$ cat src/rtl/mips_rf_write_arbiter_if.sv
// rtl/mips_rf_write_arbiter_if.sv - writeback request bus and register file write port
//
// Purpose: bundles the NREQ writeback requesters' valid/ready/address/data
// signals together with the registered register file write port.
// Signals:
//   req_valid  [NREQ]      requester i has a write pending
//   req_ready  [NREQ]      grant to requester i (one-hot or zero)
//   req_wa     [NREQ*AWL]  write address, requester i at [i*AWL +: AWL]
//   req_wd     [NREQ*DWL]  write data, requester i at [i*DWL +: DWL]
//   rf_wen, rf_wa, rf_wd   register file write port
// Modports: master = requesters / register file side, slave = arbiter.

interface mips_rf_write_arbiter_if #(
    parameter int AWL  = 5,
    parameter int DWL  = 32,
    parameter int NREQ = 3
);
    logic [NREQ-1:0]     req_valid;
    logic [NREQ-1:0]     req_ready;
    logic [NREQ*AWL-1:0] req_wa;
    logic [NREQ*DWL-1:0] req_wd;
    logic                rf_wen;
    logic [AWL-1:0]      rf_wa;
    logic [DWL-1:0]      rf_wd;

    modport master (
        output req_valid, req_wa, req_wd,
        input  req_ready, rf_wen, rf_wa, rf_wd
    );

    modport slave (
        input  req_valid, req_wa, req_wd,
        output req_ready, rf_wen, rf_wa, rf_wd
    );
endinterface

$ cat src/rtl/mips_rf_write_arbiter.sv
// rtl/mips_rf_write_arbiter.sv - register file write port arbiter with scoreboard
//
// Purpose: shares the single register file write port between NREQ writeback
// sources with a valid/ready arbiter, registers the winning write, and keeps
// a per-register busy scoreboard for operand hazard checks.
// Build option: MIPS_RF_WRITE_ARB_FIXED_PRIO_EN selects fixed priority
// (lowest index wins, no pointer); undefined gives round-robin.
// Ports:
//   clk, rst_n          clock, asynchronous active-low reset
//   bus (slave)         requester handshake and register file write port
//   rsv_en, rsv_addr    reserve destination register
//   chk_ra1, chk_ra2    operand addresses to check
//   busy1, busy2, stall operand busy flags and their OR
//   rsv_err             sticky: reservation of an already-busy register

module mips_rf_write_arbiter #(
    parameter int AWL  = 5,
    parameter int DWL  = 32,
    parameter int NREQ = 3
) (
    input  logic                          clk,
    input  logic                          rst_n,
    mips_rf_write_arbiter_if.slave        bus,
    input  logic                          rsv_en,
    input  logic [AWL-1:0]                rsv_addr,
    input  logic [AWL-1:0]                chk_ra1,
    input  logic [AWL-1:0]                chk_ra2,
    output logic                          busy1,
    output logic                          busy2,
    output logic                          stall,
    output logic                          rsv_err
);
    localparam int NREG = 1 << AWL;
    localparam int PW   = (NREQ > 1) ? $clog2(NREQ) : 1;

    // Unpacked views of the flat request buses
    logic [AWL-1:0] wa_arr [NREQ];
    logic [DWL-1:0] wd_arr [NREQ];

    for (genvar g = 0; g < NREQ; g++) begin : g_unpack
        assign wa_arr[g] = bus.req_wa[g*AWL +: AWL];
        assign wd_arr[g] = bus.req_wd[g*DWL +: DWL];
    end

    logic [NREQ-1:0] grant;
    logic            xfer;
    logic [PW-1:0]   gnt_idx;
    logic [AWL-1:0]  sel_wa;
    logic [DWL-1:0]  sel_wd;

    logic            rf_wen_q, rf_wen_d;
    logic [AWL-1:0]  rf_wa_q, rf_wa_d;
    logic [DWL-1:0]  rf_wd_q, rf_wd_d;
    logic [NREG-1:0] busy_q, busy_d;
    logic            rsv_err_q, rsv_err_d;

`ifndef MIPS_RF_WRITE_ARB_FIXED_PRIO_EN
    logic [PW-1:0]   last_q, last_d;
    int              rr_idx;
`endif

    // Arbitration: first valid requester in search order wins
    always_comb begin
        grant   = '0;
        xfer    = 1'b0;
        gnt_idx = '0;
`ifdef MIPS_RF_WRITE_ARB_FIXED_PRIO_EN
        for (int i = 0; i < NREQ; i++) begin
            if (!xfer && bus.req_valid[PW'(i)]) begin
                xfer           = 1'b1;
                gnt_idx        = PW'(i);
                grant[PW'(i)]  = 1'b1;
            end
        end
`else
        rr_idx = 0;
        // Search starts just after the last winner and wraps
        for (int off = 1; off <= NREQ; off++) begin
            rr_idx = int'(last_q) + off;
            if (rr_idx >= NREQ) begin
                rr_idx = rr_idx - NREQ;
            end
            if (!xfer && bus.req_valid[rr_idx[PW-1:0]]) begin
                xfer                   = 1'b1;
                gnt_idx                = rr_idx[PW-1:0];
                grant[rr_idx[PW-1:0]]  = 1'b1;
            end
        end
`endif
        sel_wa = wa_arr[gnt_idx];
        sel_wd = wd_arr[gnt_idx];
    end

    // Next-state for write port, pointer and scoreboard
    always_comb begin
        rf_wen_d  = xfer && (sel_wa != '0);
        rf_wa_d   = xfer ? sel_wa : rf_wa_q;
        rf_wd_d   = xfer ? sel_wd : rf_wd_q;
`ifndef MIPS_RF_WRITE_ARB_FIXED_PRIO_EN
        last_d    = xfer ? gnt_idx : last_q;
`endif
        busy_d    = busy_q;
        // Clear first so a same-cycle reservation of the same register wins
        if (rf_wen_d) begin
            busy_d[sel_wa] = 1'b0;
        end
        if (rsv_en && (rsv_addr != '0)) begin
            busy_d[rsv_addr] = 1'b1;
        end
        busy_d[0] = 1'b0;
        // Double reservation is only an error if the pending write is not retiring now
        rsv_err_d = rsv_err_q
                  | (rsv_en && (rsv_addr != '0) && busy_q[rsv_addr]
                     && !(rf_wen_d && (sel_wa == rsv_addr)));
    end

    always_ff @(posedge clk or negedge rst_n) begin
        if (!rst_n) begin
            rf_wen_q  <= 1'b0;
            rf_wa_q   <= '0;
            rf_wd_q   <= '0;
            busy_q    <= '0;
            rsv_err_q <= 1'b0;
`ifndef MIPS_RF_WRITE_ARB_FIXED_PRIO_EN
            last_q    <= PW'(NREQ - 1);
`endif
        end else begin
            rf_wen_q  <= rf_wen_d;
            rf_wa_q   <= rf_wa_d;
            rf_wd_q   <= rf_wd_d;
            busy_q    <= busy_d;
            rsv_err_q <= rsv_err_d;
`ifndef MIPS_RF_WRITE_ARB_FIXED_PRIO_EN
            last_q    <= last_d;
`endif
        end
    end

    assign bus.req_ready = grant;
    assign bus.rf_wen    = rf_wen_q;
    assign bus.rf_wa     = rf_wa_q;
    assign bus.rf_wd     = rf_wd_q;

    // Lookups see registered state only; register 0 is never busy
    assign busy1   = busy_q[chk_ra1] & (chk_ra1 != '0);
    assign busy2   = busy_q[chk_ra2] & (chk_ra2 != '0);
    assign stall   = busy1 | busy2;
    assign rsv_err = rsv_err_q;

endmodule

$ cat src/flat_wrapper.sv
// flat-port wrapper written by rule: the top's interface ports become plain ports
module mips_rf_write_arbiter_flat 
#(
    parameter int AWL  = 5,
    parameter int DWL  = 32,
    parameter int NREQ = 3
)
  (clk, rst_n, rsv_en, rsv_addr, chk_ra1, chk_ra2, busy1, busy2, stall, rsv_err, bus_req_valid, bus_req_wa, bus_req_wd, bus_req_ready, bus_rf_wen, bus_rf_wa, bus_rf_wd);
  mips_rf_write_arbiter_if #(.AWL(AWL), .DWL(DWL), .NREQ(NREQ)) bus_i ();
  input  logic clk;
  input  logic rst_n;
  input  logic rsv_en;
  input  logic [AWL-1:0] rsv_addr;
  input  logic [AWL-1:0] chk_ra1;
  input  logic [AWL-1:0] chk_ra2;
  output logic busy1;
  output logic busy2;
  output logic stall;
  output logic rsv_err;
  input wire logic [$bits(bus_i.req_valid)-1:0] bus_req_valid;
  input wire logic [$bits(bus_i.req_wa)-1:0] bus_req_wa;
  input wire logic [$bits(bus_i.req_wd)-1:0] bus_req_wd;
  output wire logic [$bits(bus_i.req_ready)-1:0] bus_req_ready;
  output wire logic [$bits(bus_i.rf_wen)-1:0] bus_rf_wen;
  output wire logic [$bits(bus_i.rf_wa)-1:0] bus_rf_wa;
  output wire logic [$bits(bus_i.rf_wd)-1:0] bus_rf_wd;
  assign bus_i.req_valid = bus_req_valid;
  assign bus_i.req_wa = bus_req_wa;
  assign bus_i.req_wd = bus_req_wd;
  assign bus_req_ready = bus_i.req_ready;
  assign bus_rf_wen = bus_i.rf_wen;
  assign bus_rf_wa = bus_i.rf_wa;
  assign bus_rf_wd = bus_i.rf_wd;
  mips_rf_write_arbiter #(.AWL(AWL), .DWL(DWL), .NREQ(NREQ)) u_core (.clk(clk), .rst_n(rst_n), .bus(bus_i), .rsv_en(rsv_en), .rsv_addr(rsv_addr), .chk_ra1(chk_ra1), .chk_ra2(chk_ra2), .busy1(busy1), .busy2(busy2), .stall(stall), .rsv_err(rsv_err));
endmodule
$ cat config.mk
export PLATFORM = sky130hd
export DESIGN_NAME = mips_rf_write_arbiter_flat
export DESIGN_NICKNAME = d
export VERILOG_FILES = /design/src/rtl/mips_rf_write_arbiter_if.sv /design/src/rtl/mips_rf_write_arbiter.sv /design/src/flat_wrapper.sv
export SDC_FILE = /design/constraint.sdc
export NUM_CORES = 1
export LEC_CHECK = 0
export ABC_AREA = 1
export BUFFER_PORTS_ARGS = -buffer_cell sky130_fd_sc_hd__buf_2
export CAP_MARGIN = 25
export CORE_MARGIN = 1
export CORE_UTILIZATION = 55
export DETAILED_ROUTE_END_ITERATION = 10
export PLACE_DENSITY = 0.87
export RECOVER_POWER = 100
export SYNTH_ARGS = -nofsm -noshare
export SYNTH_HDL_FRONTEND = slang
export SYNTH_SLANG_ARGS = --single-unit
$ cat constraint.sdc
create_clock -name clk -period 4.4 [get_ports clk]
set_input_delay 0 -clock clk [delete_from_list [all_inputs] [get_ports clk]]
set_output_delay 0 -clock clk [all_outputs]
set_load 0.005 [all_outputs]
Word-level counts from Yosys, hierarchy flattened --
Index checks and enable logic that the tools add are counted.
Word-level totals: register bits after elaboration 72, bits of input ports 132, output and inout bits 45, logic and storage cells 100
Operators by class: add/subtract/negate cells 6, order comparisons 16, eq/ne operators 1, multiplexer cells 42, bitwise logic cells 10, reductions and logical operators 19
Operators by type and width (count):
- 32-bit two-way mux | 4
- 32-bit binary-select mux with 2-bit select | 1
- 32-bit AND | 1
- 32-bit NOT | 1
- 32-bit bitwise OR | 1
- 5-bit by 6-bit less-than comparator with 1-bit output (second input constant) | 4
- 5-bit nonzero test | 4
- 1-bit binary-select mux with 5-bit select | 3
- 1-bit two-way mux | 14
- 1-bit logical AND | 12
- 2-bit two-way mux | 6
- 5-bit binary-select mux with 2-bit select | 1
- 1-bit demux with 5-bit select | 2
- 5-bit by 1-bit >= comparator with 1-bit output (second input constant) | 2
- 5-bit two-way mux | 2
- 3-bit by 2-bit >= comparator with 1-bit output (second input constant) | 3
- 2-bit by 3-bit less-than comparator with 1-bit output (second input constant) | 3
- 3-bit two-way mux | 3
- 2-bit by 2-bit adder with 3-bit output (second input constant) | 2
- 1-bit binary-select mux with 2-bit select | 3
- 1-bit demux with 2-bit select | 3
- 2-bit by 1-bit >= comparator with 1-bit output (second input constant) | 3
- 3-bit bitwise OR | 2
- 2-bit by 1-bit subtractor with 2-bit output (second input constant) | 3
- other kinds (7) | 11

Logic depth before layout (Yosys ltp) --
Gate-level depths: netlist (run 1).
depth after elaboration 25, mapped depth 21

Worst setup path after synthesis (run 1) --
Ideal clock, no wire load.
path type register to register, start register u_core.last_q[1], end register u_core.busy_q[26], library setup time 116 ps, arrival time 2536 ps, required time 4284 ps, slack 1747 ps, cell stages (with the launch flop) 20, buffers on the path 2, clock period less this slack 2653 ps, path through dfstp_2 > inv_1 > ha_1 > inv_2 > nand2_1 > nand3_2 > nand2_4 > nand2_4 > nor2_8 > nand2_1 > o21ai_2 > buf_6 > nand3_4 > nand2_2 > nor2_2 > a21oi_4 > buf_8 > nand2_2 > nand2_1 > nand2_1
On the way: elaborated cells on any way between the ends 44, classes of those cells add/sub: 6; order compare: 5; mux: 22; bitwise: 4; reduce/logical: 7
RTL lines:
- from (decl) | RTL line mips_rf_write_arbiter.sv:58 | logic [PW-1:0] last_q, last_d;
- from (signal assigned) | RTL line mips_rf_write_arbiter.sv:125 | last_q <= PW'(NREQ - 1);
- from (signal assigned) | RTL line mips_rf_write_arbiter.sv:134 | last_q <= last_d;
- 2-bit by 1-bit adder with 3-bit output | RTL line mips_rf_write_arbiter.sv:79 | rr_idx = int'(last_q) + off;
- 3-bit by 2-bit >= comparator with 1-bit output / 2-bit by 1-bit subtractor with 2-bit output (equally long branches) | RTL line mips_rf_write_arbiter.sv:80, mips_rf_write_arbiter.sv:81
- 2-bit two-way mux | RTL line mips_rf_write_arbiter.sv:80 | if (rr_idx >= NREQ) begin
- 1-bit binary-select mux with 2-bit select | RTL line mips_rf_write_arbiter.sv:83 | if (!xfer && bus.req_valid[rr_idx[PW-1:0]]) begin
- 1-bit two-way mux (not written as such) | RTL line mips_rf_write_arbiter.sv:83
- 1-bit two-way mux | RTL line mips_rf_write_arbiter.sv:83
- 1-bit zero test | RTL line mips_rf_write_arbiter.sv:83
- 1-bit logical AND | RTL line mips_rf_write_arbiter.sv:83
- [... 6 more ...]
- 5-bit two-way mux (not written as such) (2 in a row) | RTL line mips_rf_write_arbiter.sv:90 | sel_wa = wa_arr[gnt_idx];
- 5-bit nonzero test | RTL line mips_rf_write_arbiter.sv:96 | rf_wen_d = xfer && (sel_wa != '0);
- 1-bit logical AND (*) | RTL line mips_rf_write_arbiter.sv:96
- net u_core.rf_wen_d | RTL line mips_rf_write_arbiter.sv:51 | logic rf_wen_q, rf_wen_d;
- 32-bit two-way mux (*) | RTL line mips_rf_write_arbiter.sv:104 | if (rf_wen_d) begin
- 32-bit bitwise OR (no source line)
- 32-bit two-way mux (*) | RTL line mips_rf_write_arbiter.sv:107 | if (rsv_en && (rsv_addr != '0)) begin
- net u_core.busy_d[26] | RTL line mips_rf_write_arbiter.sv:54 | logic [NREG-1:0] busy_q, busy_d;
- to (signal assigned) | RTL line mips_rf_write_arbiter.sv:131 | busy_q <= busy_d;
- to (decl) | RTL line mips_rf_write_arbiter.sv:54
The timed path passes the listed nets; every way through them passes the cells marked *. The select of a mux whose other input is x is not followed. A chain may end at the register's enable or synchronous reset.

Worst setup path after layout (run 1) --
start register u_core.last_q[0], end register u_core.rf_wd_q[12], in the netlist u_core.bus.rf_wd[12]
On the way: longest elaborated chain between the ends 16, elaborated cells on any way between the ends 32, classes of those cells add/sub: 6; order compare: 3; mux: 18; bitwise: 1; reduce/logical: 4
Ends and longest elaborated chain:
- 2-bit by 1-bit adder with 3-bit output | RTL line mips_rf_write_arbiter.sv:79
- 3-bit by 2-bit >= comparator with 1-bit output / 2-bit by 1-bit subtractor with 2-bit output (equally long branches) | RTL line mips_rf_write_arbiter.sv:80, mips_rf_write_arbiter.sv:81
- 2-bit two-way mux | RTL line mips_rf_write_arbiter.sv:80
- 1-bit binary-select mux with 2-bit select | RTL line mips_rf_write_arbiter.sv:83
- 1-bit two-way mux (not written as such) | RTL line mips_rf_write_arbiter.sv:83
- 1-bit two-way mux | RTL line mips_rf_write_arbiter.sv:83
- 1-bit zero test | RTL line mips_rf_write_arbiter.sv:83
- 1-bit logical AND | RTL line mips_rf_write_arbiter.sv:83
- 1-bit two-way mux | RTL line mips_rf_write_arbiter.sv:83
- 1-bit zero test | RTL line mips_rf_write_arbiter.sv:83
- 1-bit logical AND | RTL line mips_rf_write_arbiter.sv:83
- 2-bit two-way mux | RTL line mips_rf_write_arbiter.sv:83
- 2-bit NOT with 3-bit output (not written as such) | RTL line mips_rf_write_arbiter.sv:91 | sel_wd = wd_arr[gnt_idx];
- 32-bit binary-select mux with 2-bit select | RTL line mips_rf_write_arbiter.sv:91
- 32-bit two-way mux (not written as such) (2 in a row) | RTL line mips_rf_write_arbiter.sv:91
- to (signal assigned) | RTL line mips_rf_write_arbiter.sv:130 | rf_wd_q <= rf_wd_d;
- to (decl) | RTL line mips_rf_write_arbiter.sv:53 | logic [DWL-1:0] rf_wd_q, rf_wd_d;
Several ways; a longest one is shown, not always the timed one. The select of a mux whose other input is x is not followed.

==> results_dict.tcl, run 1 <==
set metrics [dict create \
    clock_sinks 72 \
    initial_core_util_pct 57.6 \
    routed_wl_mm 19.9 \
    crit_type "reg -> reg" \
    yosysWarnings 0 \
    r2r_cells 14 \
    placementRows 34 \
    synth_compound_area_share_pct 22.0 \
    ant_nets 0 \
    n_fill_cell 624 \
    synth_cells 760 \
    synth_seq_cells 72 \
    drc_errors 6 \
    cts_tree "yes" \
    fin_ws_ns 0.366 \
    clkTransAtPathRegs_ns 0.09 \
    core-area_sq_um 8890 \
    final_max_slew_viol_count 73 \
    grt_first_pass_wirelength_mm 32.0 \
    fp.dieH_um 98.5 \
    drive_gt1_share_pct 20.4 \
    h-tree-depth 3 \
    hold-path-cell-count 3 \
    cts_resized 0 \
    final_util_pct 77.3 \
    postCtsSetupRepairBufs 0 \
    synth_area_sq_um 5120 \
    cts_buffers 9 \
    min_to "u_core.bus.rf_wd[29]" \
    reg2reg_to "u_core.bus.rf_wd[12]" \
    area_growth_syn_to_layout_pct 34.1 \
    wire_per_inst_um 18.1 \
    multi_input_area_sq_um 2940 \
    hold_viol 1 \
    clk_path_buf_depth 2 \
    tightest_slew_ns 1.87 \
    ys.flop_type "dfrtp_1" \
    dp.cells 1022 \
    place_hpwl_mm 12.5 \
    final.min_clock_period_ns 4.03 \
    hp-class "in -> reg" \
    ff_latch_area_sq_um 1800 \
    path_max_fanout 30 \
    place_congestion 0.955 \
    synthArstFlopShare_pct 100 \
    synth.area.top_cells "dfrtp_1 35%, nand2_1 17%, o21ai_0 10%, nand3_1 5.9%, o211ai_1 5.4%" \
    startpoint_type "flip-flop" \
    synthMuxAreaShare_pct 0 \
    layout.nets 1126 \
    r2r_start "u_core.last_q[0]" \
    grt_usage_pct 42.3 \
    rsz0062_at_grt "false" \
    insertion_delay_ns 0.36 \
    synth_area_leader_cell "dfrtp_1" \
    io-pin-count 177 \
    antenna_cells 0 \
    cp.required_ns 4.69 \
    layout_common_cells "229 x nand2_1, 149 x buf_2, 106 x o21ai_0" \
    fmax_mhz 248 \
    status "finished, violations left" \
    netlist.area_leader.share_pct 34.7 \
    cts_root_buffer "clkbuf_8" \
    final_common_cell "nand2_1" \
    antenna_found_initial 0 \
    global_route.overflow_total 0 \
    netlist-cell-type-count 42 \
    yosysSeqAreaShare_pct 35.2 \
    violations "DRC, hold timing, capacitance limit, slew limit" \
    grt_pass1_vias 6458 \
    instances_no_fill 1101 \
    fin_tns_setup_ns 0 \
    setup_violations 0 \
    relSlewSlack_pct -24.9 \
    synth.avg_cell_area_sq_um 6.74 \
    die_area_sq_um 9710 \
    first_pass_iters 9 \
    die_w_um 98.5 \
    endpoint_kind "flip-flop" \
    fin_worst_skew_ns 0.0108 \
    whs_ns -0.00349 \
    synthSimpleGateAreaFrac_pct 34.2 \
    io_buffers 176 \
    synth_nets 898 \
    fin_crit_sh_pct 91.7 \
    postCtsHoldBufs 63 \
    drt_iter0_drc 939 \
    hp-start "bus_req_wd[29]" \
    synth_top_family_by_area "simple AND/OR/NAND/NOR gates" \
    vias_per_cell 6.04 \
    pre_cts_slack_ns 1.02 \
    vias 6655 \
    cap_violations 1 \
    synth_edf_count 0 \
    r2r_slack_ns 0.37 \
    synthXorXnorAreaFrac_pct 0 \
    grt_max_degree 73 \
    crit_arrival_ns 4.33 \
    synth-adder-area-share_pct 1.46 \
]
[worst max-delay path, cell delays in order, from the launching register on]
cell,delay (ns)
dfrtp_1,0.48
inv_1,0.20
ha_1,0.44
nand2_1,0.13
nand2_1,0.14
nand2_4,0.09
nand2_4,0.12
inv_1,0.05
nand2_1,0.38
inv_1,0.40
nor2_1,0.18
buf_4,0.30
o21ai_0,0.21
o211ai_1,0.24
dlygate4sd3_1,0.60
[through the flow]
step / hold slack, ns / instance area, sq um
final: -0.00349 / 6870
after global routing: 0.00125 / 6870
after CTS: 0.00216 / 6920
after detailed placement: 0.199 / 6050
after global placement: 0.194 / 6050
after floorplan: -0.296 / 5120
[cell usage after synthesis (2+ instances only)]
cell,count
o21ai_1,3
a41oi_1,2
nor3_1,9
a31oi_1,3
nand2_4,5
o21bai_1,3
nand3_1,60
inv_2,2
nor2_2,3
o31ai_1,2
clkbuf_1,22
nor2_1,66
a22oi_1,3
nand3_2,3
o211ai_1,37
dfrtp_1,71
nand4_1,3
nand3b_1,2
a21oi_1,27
o21ai_2,2
o21ai_0,104
o221ai_1,2
ha_1,6
clkinv_1,2
inv_1,59
buf_6,2
nand2_1,226
nand2_2,17
[sequential cells by signal (all words and copies together), names as in the netlist]
| register | cells |
|---|---|
| u_core.bus.rf_wd | 32 |
| u_core.busy_q | 31 |
| u_core.bus.rf_wa | 5 |
| u_core.last_q | 2 |
| u_core.bus.rf_wen | 1 |
| u_core.rsv_err | 1 |
[routing by layer]
layer | vias to the layer above | GRT usage, % | part of all wire (%)
met4 | 0 | 26.5 | 5.5
met5 | - | 0 | 0
met3 | 107 | 10.1 | 12
met1 | 3012 | 52.4 | 37
met2 | 540 | 67.0 | 46
li1 | 2996 | - | -
[cell families after synthesis]
| logic type | after synthesis |
|---|---|
| buffers and inverters | 90 |
| DFF | 72 |
| AOI/OAI and AO/OA | 193 |
| and+or+nand+nor | 399 |
| adders and majority gates | 6 |
[layout make-up]
cell class / count / share of cell area (%)
well taps: 108 / 1.97
multi-input cells: 598 / 42.8
clock inverters: 6 / 1.67
repair buffers: 244 / 22.1
clock buffers: 10 / 1.86
inverters: 63 / 3.44
flip-flops and latches: 72 / 26.2
[worst max path at each step]
stage,start,end,depth (start not counted)
floorplan,u_core.last_q[1],u_core.busy_q[26],19
global placement,u_core.last_q[1],u_core.busy_q[2],19
detailed placement,u_core.last_q[1],u_core.busy_q[4],17
CTS,u_core.last_q[0],u_core.bus.rf_wd[12],15
global route,u_core.last_q[0],u_core.bus.rf_wd[12],14
finish,u_core.last_q[0],u_core.bus.rf_wd[12],14
Power of run 1 is not shown: default switching activity piles up to over one toggle a cycle in this logic, so the estimate is an artifact.
==> run 2, diff against run 1 <==
--- a/config.mk
+++ b/config.mk
@@ -12,7 +12,7 @@
 export CORE_UTILIZATION = 55
 export DETAILED_ROUTE_END_ITERATION = 10
 export PLACE_DENSITY = 0.87
-export RECOVER_POWER = 100
+export RECOVER_POWER = 25
 export SYNTH_ARGS = -nofsm -noshare
 export SYNTH_HDL_FRONTEND = slang
 export SYNTH_SLANG_ARGS = --single-unit
==> results_dict.tcl, run 2 (synthesized netlist as in run 1, its figures left out) <==
set metrics [dict create \
    layout_common_cells "226 x nand2_1, 152 x buf_2, 104 x o21ai_0" \
    postCtsHoldBufs 63 \
    cap_violations 1 \
    crit_arrival_ns 4.26 \
    core-area_sq_um 8890 \
    io-pin-count 177 \
    first_pass_iters 9 \
    cts_tree "yes" \
    routed_wl_mm 19.9 \
    placementRows 34 \
    final.min_clock_period_ns 3.97 \
    use_met3_pct 10.1 \
    final_common_cell "nand2_1" \
    drt_iter0_drc 929 \
    startpoint_type "flip-flop" \
    relSlewSlack_pct -23.1 \
    use_met1_pct 52.4 \
    fp.dieH_um 98.5 \
    fin_tns_setup_ns 0 \
    grt_most_used_layer "met2" \
    global_route.overflow_total 0 \
    antenna_found_initial 0 \
    place_congestion 0.955 \
    postCtsSetupRepairBufs 0 \
    n_fill_cell 619 \
    hold_viol 1 \
    insertion_delay_ns 0.36 \
    path_max_fanout 30 \
    fin_ws_ns 0.428 \
    cts_root_buffer "clkbuf_8" \
    rsz0062_at_grt "false" \
    die_w_um 98.5 \
    crit_type "reg -> reg" \
    pre_cts_slack_ns 1.02 \
    io_buffers 176 \
    place_hpwl_mm 12.5 \
    largest_register_ffs 32 \
    layout.nets 1126 \
    clkTransAtPathRegs_ns 0.09 \
    drive_gt1_share_pct 21.3 \
    grt_max_degree 73 \
    area_growth_syn_to_layout_pct 34.5 \
    grt_pass1_vias 6458 \
    endpoint_kind "flip-flop" \
    drc_errors 6 \
    tightest_slew_ns 1.85 \
    fmax_mhz 252 \
    fin_worst_skew_ns 0.0172 \
    violations "DRC, hold timing, capacitance limit, slew limit" \
    cts_resized 0 \
    fin_crit_sh_pct 90.3 \
    gr-usage-met2_pct 67.0 \
    setup_violations 0 \
    grt_first_pass_wirelength_mm 32.0 \
    die_area_sq_um 9710 \
    ant_nets 0 \
    clock_sinks 72 \
    cp.required_ns 4.69 \
    hp-class "in -> reg" \
    initial_core_util_pct 57.6 \
    vias 6675 \
    final_max_slew_viol_count 73 \
    cts_buffers 9 \
    status "finished, violations left" \
    antenna_cells 0 \
    wire_per_inst_um 18.1 \
    grt_usage_pct 42.3 \
    vias_per_cell 6.06 \
    whs_ns -0.000954 \
    clk_path_buf_depth 2 \
    h-tree-depth 3 \
]
-- run 2: worst paths after layout --
check	start	endpoint	slack, ns	cells past startpoint
setup / recovery	u_core.last_q[0]	u_core.bus.rf_wd[12]	0.43	14
hold / removal	bus_req_wd[29]	u_core.bus.rf_wd[29]	-0.001	3
setup reg to reg	u_core.last_q[0]	u_core.bus.rf_wd[12]	0.43	14
hold reg to reg	u_core.busy_q[6]	u_core.busy_q[6]	0.49	2
max in group asynchronous	rst_n	u_core.bus.rf_wd[0]	2.63	2
min in group asynchronous	rst_n	u_core.bus.rf_wd[23]	0.68	2
-- run 2: critical path, cell delays in order, from the launching register on --
cell and delay [ns]:
dfrtp_1 0.49, inv_2 0.14, ha_1 0.41, nand2_1 0.13, nand2_1 0.14, nand2_4 0.09
nand2_4 0.12, inv_1 0.05, nand2_1 0.38, inv_1 0.41, nor2_1 0.19, buf_4 0.30
o21ai_0 0.21, o211ai_1 0.24, dlygate4sd3_1 0.60
-- run 2: metal layers --
layer	routed length [um]	vias to the layer above
met5	0	-
met4	1170	0
met3	2410	117
met1	7320	3002
met2	9010	558
li1	-	2998
-- run 2: cell type report --
class	instances	area, sq um	area share (%)
tap	108	135	1.96
sequential	72	1800	26.2
multi-input combinational	598	2950	42.9
clock inverter	6	115	1.67
inverter	63	236	3.43
timing repair buffer	244	1520	22.1
clock buffer	10	128	1.85
-- run 2: through the flow --
| step | utilization, % | hold slack, ns | std cells | instance area (sq um) |
|---|---|---|---|---|
| after floorplan | - | -0.296 | 760 | 5120 |
| after global placement | 68.0 | 0.194 | 1022 | 6050 |
| after detailed placement | 68.0 | 0.199 | 1022 | 6050 |
| after CTS | 77.9 | 0.00216 | 1101 | 6920 |
| after global routing | 77.5 | 0.00125 | 1101 | 6890 |
| final | 77.5 | -0.000954 | 1101 | 6890 |
Power of run 2 is left out for the same reason.
==> run 3, diff against run 2 <==
--- a/config.mk
+++ b/config.mk
@@ -5,14 +5,16 @@
 export SDC_FILE = /design/constraint.sdc
 export NUM_CORES = 1
 export LEC_CHECK = 0
-export ABC_AREA = 1
+export ABC_AREA = 0
 export BUFFER_PORTS_ARGS = -buffer_cell sky130_fd_sc_hd__buf_2
 export CAP_MARGIN = 25
 export CORE_MARGIN = 1
 export CORE_UTILIZATION = 55
+export CTS_CLUSTER_SIZE = 10
 export DETAILED_ROUTE_END_ITERATION = 10
 export PLACE_DENSITY = 0.87
 export RECOVER_POWER = 25
+export SLEW_MARGIN = 20
 export SYNTH_ARGS = -nofsm -noshare
 export SYNTH_HDL_FRONTEND = slang
 export SYNTH_SLANG_ARGS = --single-unit
==> results_dict.tcl, run 3 <==
set metrics [dict create \
    status "finished, violations left" \
    violations "capacitance limit, slew limit" \
    synth_cells 521 \
    synth-adder-area-share_pct 1.52 \
    ant_nets 0 \
    relSlewSlack_pct -20.3 \
    postCtsHoldBufs 34 \
    grt_first_pass_wirelength_mm 25.4 \
    final_max_slew_viol_count 73 \
    powerDensity_nw_per_um2 709 \
    io_buffers 176 \
    largest_register_ffs 32 \
    synth_area_sq_um 4920 \
    clkTransAtPathRegs_ns 0.08 \
    wire_per_inst_um 18.6 \
    synth_top_family_by_area "compound AO/OA/AOI/OAI gates" \
    initial_core_util_pct 56.7 \
    vias 5099 \
    highest_layer "met4" \
    post_dp_cell_area_sq_um 5830 \
    netlist-cell-type-count 56 \
    fp.dieH_um 96.6 \
    antenna_found_initial 0 \
    clock_sinks 72 \
    crit_type "reg -> reg" \
    endpoint_kind "flip-flop" \
    die_w_um 96.6 \
    cap_violations 1 \
    global_route.overflow_total 0 \
    seq_power_share_pct 28.7 \
    cp_cell_sequence "inv_1, ha_1, nand2b_1, o311ai_2, a21oi_4, mux2i_2, nor3b_2, o21ai_2, o31ai_1, o21ai_1" \
    area_growth_syn_to_layout_pct 29.2 \
    hp-class "in -> reg" \
    power_switching_share_pct 45.7 \
    synth_seq_cells 72 \
    core-area_sq_um 8680 \
    cts_buffers 9 \
    tightest_slew_ns 1.80 \
    postCtsSetupRepairBufs 0 \
    synth_edf_count 0 \
    fin_ws_ns 1.06 \
    h-tree-depth 3 \
    drc_errors 0 \
    max_stage_delay_ns 0.50 \
    first_pass_iters 5 \
    placementRows 34 \
    cpMaxStageDelayCell "dfrtp_1" \
    drive_gt1_share_pct 32.1 \
    path_max_fanout 14 \
    io-pin-count 177 \
    wl_met3_mm 1.40 \
    final.min_clock_period_ns 3.34 \
    synth_nets 659 \
    synth_compound_area_share_pct 21.6 \
    pwr-share-clk_pct 13.2 \
    grt_usage_pct 33.8 \
    layout.nets 855 \
    fmax_mhz 299 \
    p_leak_nw 2.76 \
    fin_tns_setup_ns 0 \
    cts_root_buffer "clkbuf_8" \
    cp.required_ns 4.61 \
    fin_crit_sh_pct 76.0 \
    synthXorXnorAreaFrac_pct 0.889 \
    yosysSeqAreaShare_pct 36.6 \
    rsz0062_at_grt "false" \
    intPower_w 0.00245 \
    cts_tree "yes" \
    synthSimpleGateAreaFrac_pct 13.7 \
    layout_common_cells "153 x buf_2, 71 x dfrtp_1, 66 x o21ai_0" \
    hold_viol 0 \
    irDropWorstVdd_mv 0.360 \
    antenna_cells 0 \
    drt_iter0_drc 359 \
    wl_met1_mm 5.66 \
    n_fill_cell 664 \
    final_area_sq_um 6360 \
    crit_arrival_ns 3.56 \
    synthArstFlopShare_pct 100 \
    ys.flop_type "dfrtp_1" \
    cts_resized 0 \
    place_congestion 0.928 \
    synth.avg_cell_area_sq_um 9.45 \
    post-synth-top-count-cell "dfrtp_1" \
    ys_top_cells_by_count "71 x dfrtp_1, 66 x o21ai_0, 58 x nand2_1, 50 x nor2_1, 40 x a21oi_1" \
    grt_max_degree 73 \
    setup_violations 0 \
    synthMuxAreaShare_pct 21.5 \
    grt_pass1_vias 5112 \
    die_area_sq_um 9340 \
    fin_worst_skew_ns 0.0110 \
    routed_wl_mm 15.4 \
    synth.area.top_cells "dfrtp_1 36%, mux4_2 11%, mux2i_1 7.3%, o21ai_0 6.7%, nand2_1 4.4%" \
    startpoint_type "flip-flop" \
    netlist.area_leader.share_pct 36.1 \
    vias_per_cell 6.14 \
    combPwrFrac_pct 58.1 \
    final_common_cell "buf_2" \
    insertion_delay_ns 0.35 \
    place_hpwl_mm 10.9 \
    switchingPower_w 0.00206 \
    clk_path_buf_depth 2 \
    wl_met2_mm 7.83 \
    pre_cts_slack_ns 1.18 \
    yosysWarnings 0 \
    synth_area_leader_cell "dfrtp_1" \
]
==> run 3: cell types whose count changed after synthesis, sizes merged, moves of 21 or more <==
| cell | previous run | this run |
|---|---|---|
| o211ai | 37 | 1 |
| nand3 | 64 | 8 |
| mux4 | 0 | 25 |
| nand2 | 248 | 58 |
| nor2 | 71 | 50 |
| mux2i | 0 | 40 |
| inv | 61 | 11 |
==> run 3: metal layers <==
| metal | track usage, % | vias up |
|---|---|---|
| li1 | - | 2295 |
| met1 | 42.3 | 2409 |
| met2 | 56.7 | 341 |
| met3 | 6.00 | 54 |
| met4 | 16.4 | 0 |
| met5 | 0 | - |
==> run 3: area by class of cell <==
cell class	count	area, sq um	share of cell area [%]
repair buffers	216	1230	19.4
well taps	108	135	2.12
multi-input cells	407	2920	45.9
clock inverters	6	90.1	1.42
clock buffers	10	138	2.16
inverters	11	41.3	0.649
flip-flops and latches	72	1800	28.3
==> run 3: per-stage QoR <==
step                total power (W)  hold slack [ns]  utilization [%]  std cells
floorplan                   0.00312           -0.296                -        521
finish                      0.00451           0.0215             73.3        830
CTS                         0.00448          0.00278             73.7        830
global route                0.00484           0.0150             73.3        830
global placement            0.00372            0.260             67.1        780
detailed placement          0.00385            0.286             67.1        780
==> run 3: critical path, delay by kind of cell (launching register included) <==
family          cells  cell delay (ns)
compound gates      5             1.28
mux                 1             0.39
simple gates        2             0.40
buf+inv             1             0.17
flops               1             0.50
fa+ha+maj           1             0.46
==> run 3: path summary, 6_finish.rpt <==
kind | from | to | slack, ns | depth (start not counted)
worst max-delay path | u_core.last_q[0] | u_core.busy_q[17] | 1.06 | 10
worst min-delay path | rsv_en | u_core.rsv_err | 0.02 | 3
worst max register to register | u_core.last_q[0] | u_core.busy_q[17] | 1.06 | 10
worst min register to register | u_core.bus.rf_wd[13] | u_core.bus.rf_wd[13] | 0.48 | 2
max in group asynchronous | rst_n | u_core.bus.rf_wd[2] | 2.55 | 3
min in group asynchronous | rst_n | u_core.busy_q[19] | 0.73 | 3
==> run 3: cells by family (layout without fill, tap and decap cells) <==
family | after synthesis | after routing
multiplexers | 71 | 71
buffers and inverters | 42 | 243
adder cells (fa/ha/maj) | 6 | 6
flip-flops | 72 | 72
XOR/XNOR | 5 | 5
AO/OA/AOI/OAI | 178 | 178
AND/OR/NAND/NOR | 147 | 147
==> run 3: power groups by stage <==
stage | Clock (W) | Sequential (W) | Combinational [W]
after global routing | 0.000633 | 0.00132 | 0.00289
after global placement | 0 | 0.00126 | 0.00247
after floorplan | 0 | 0.00122 | 0.00191
after detailed placement | 0 | 0.00128 | 0.00256
after CTS | 0.000604 | 0.00127 | 0.00260
final | 0.000598 | 0.00129 | 0.00262
Power figures use the tool's default switching activity.
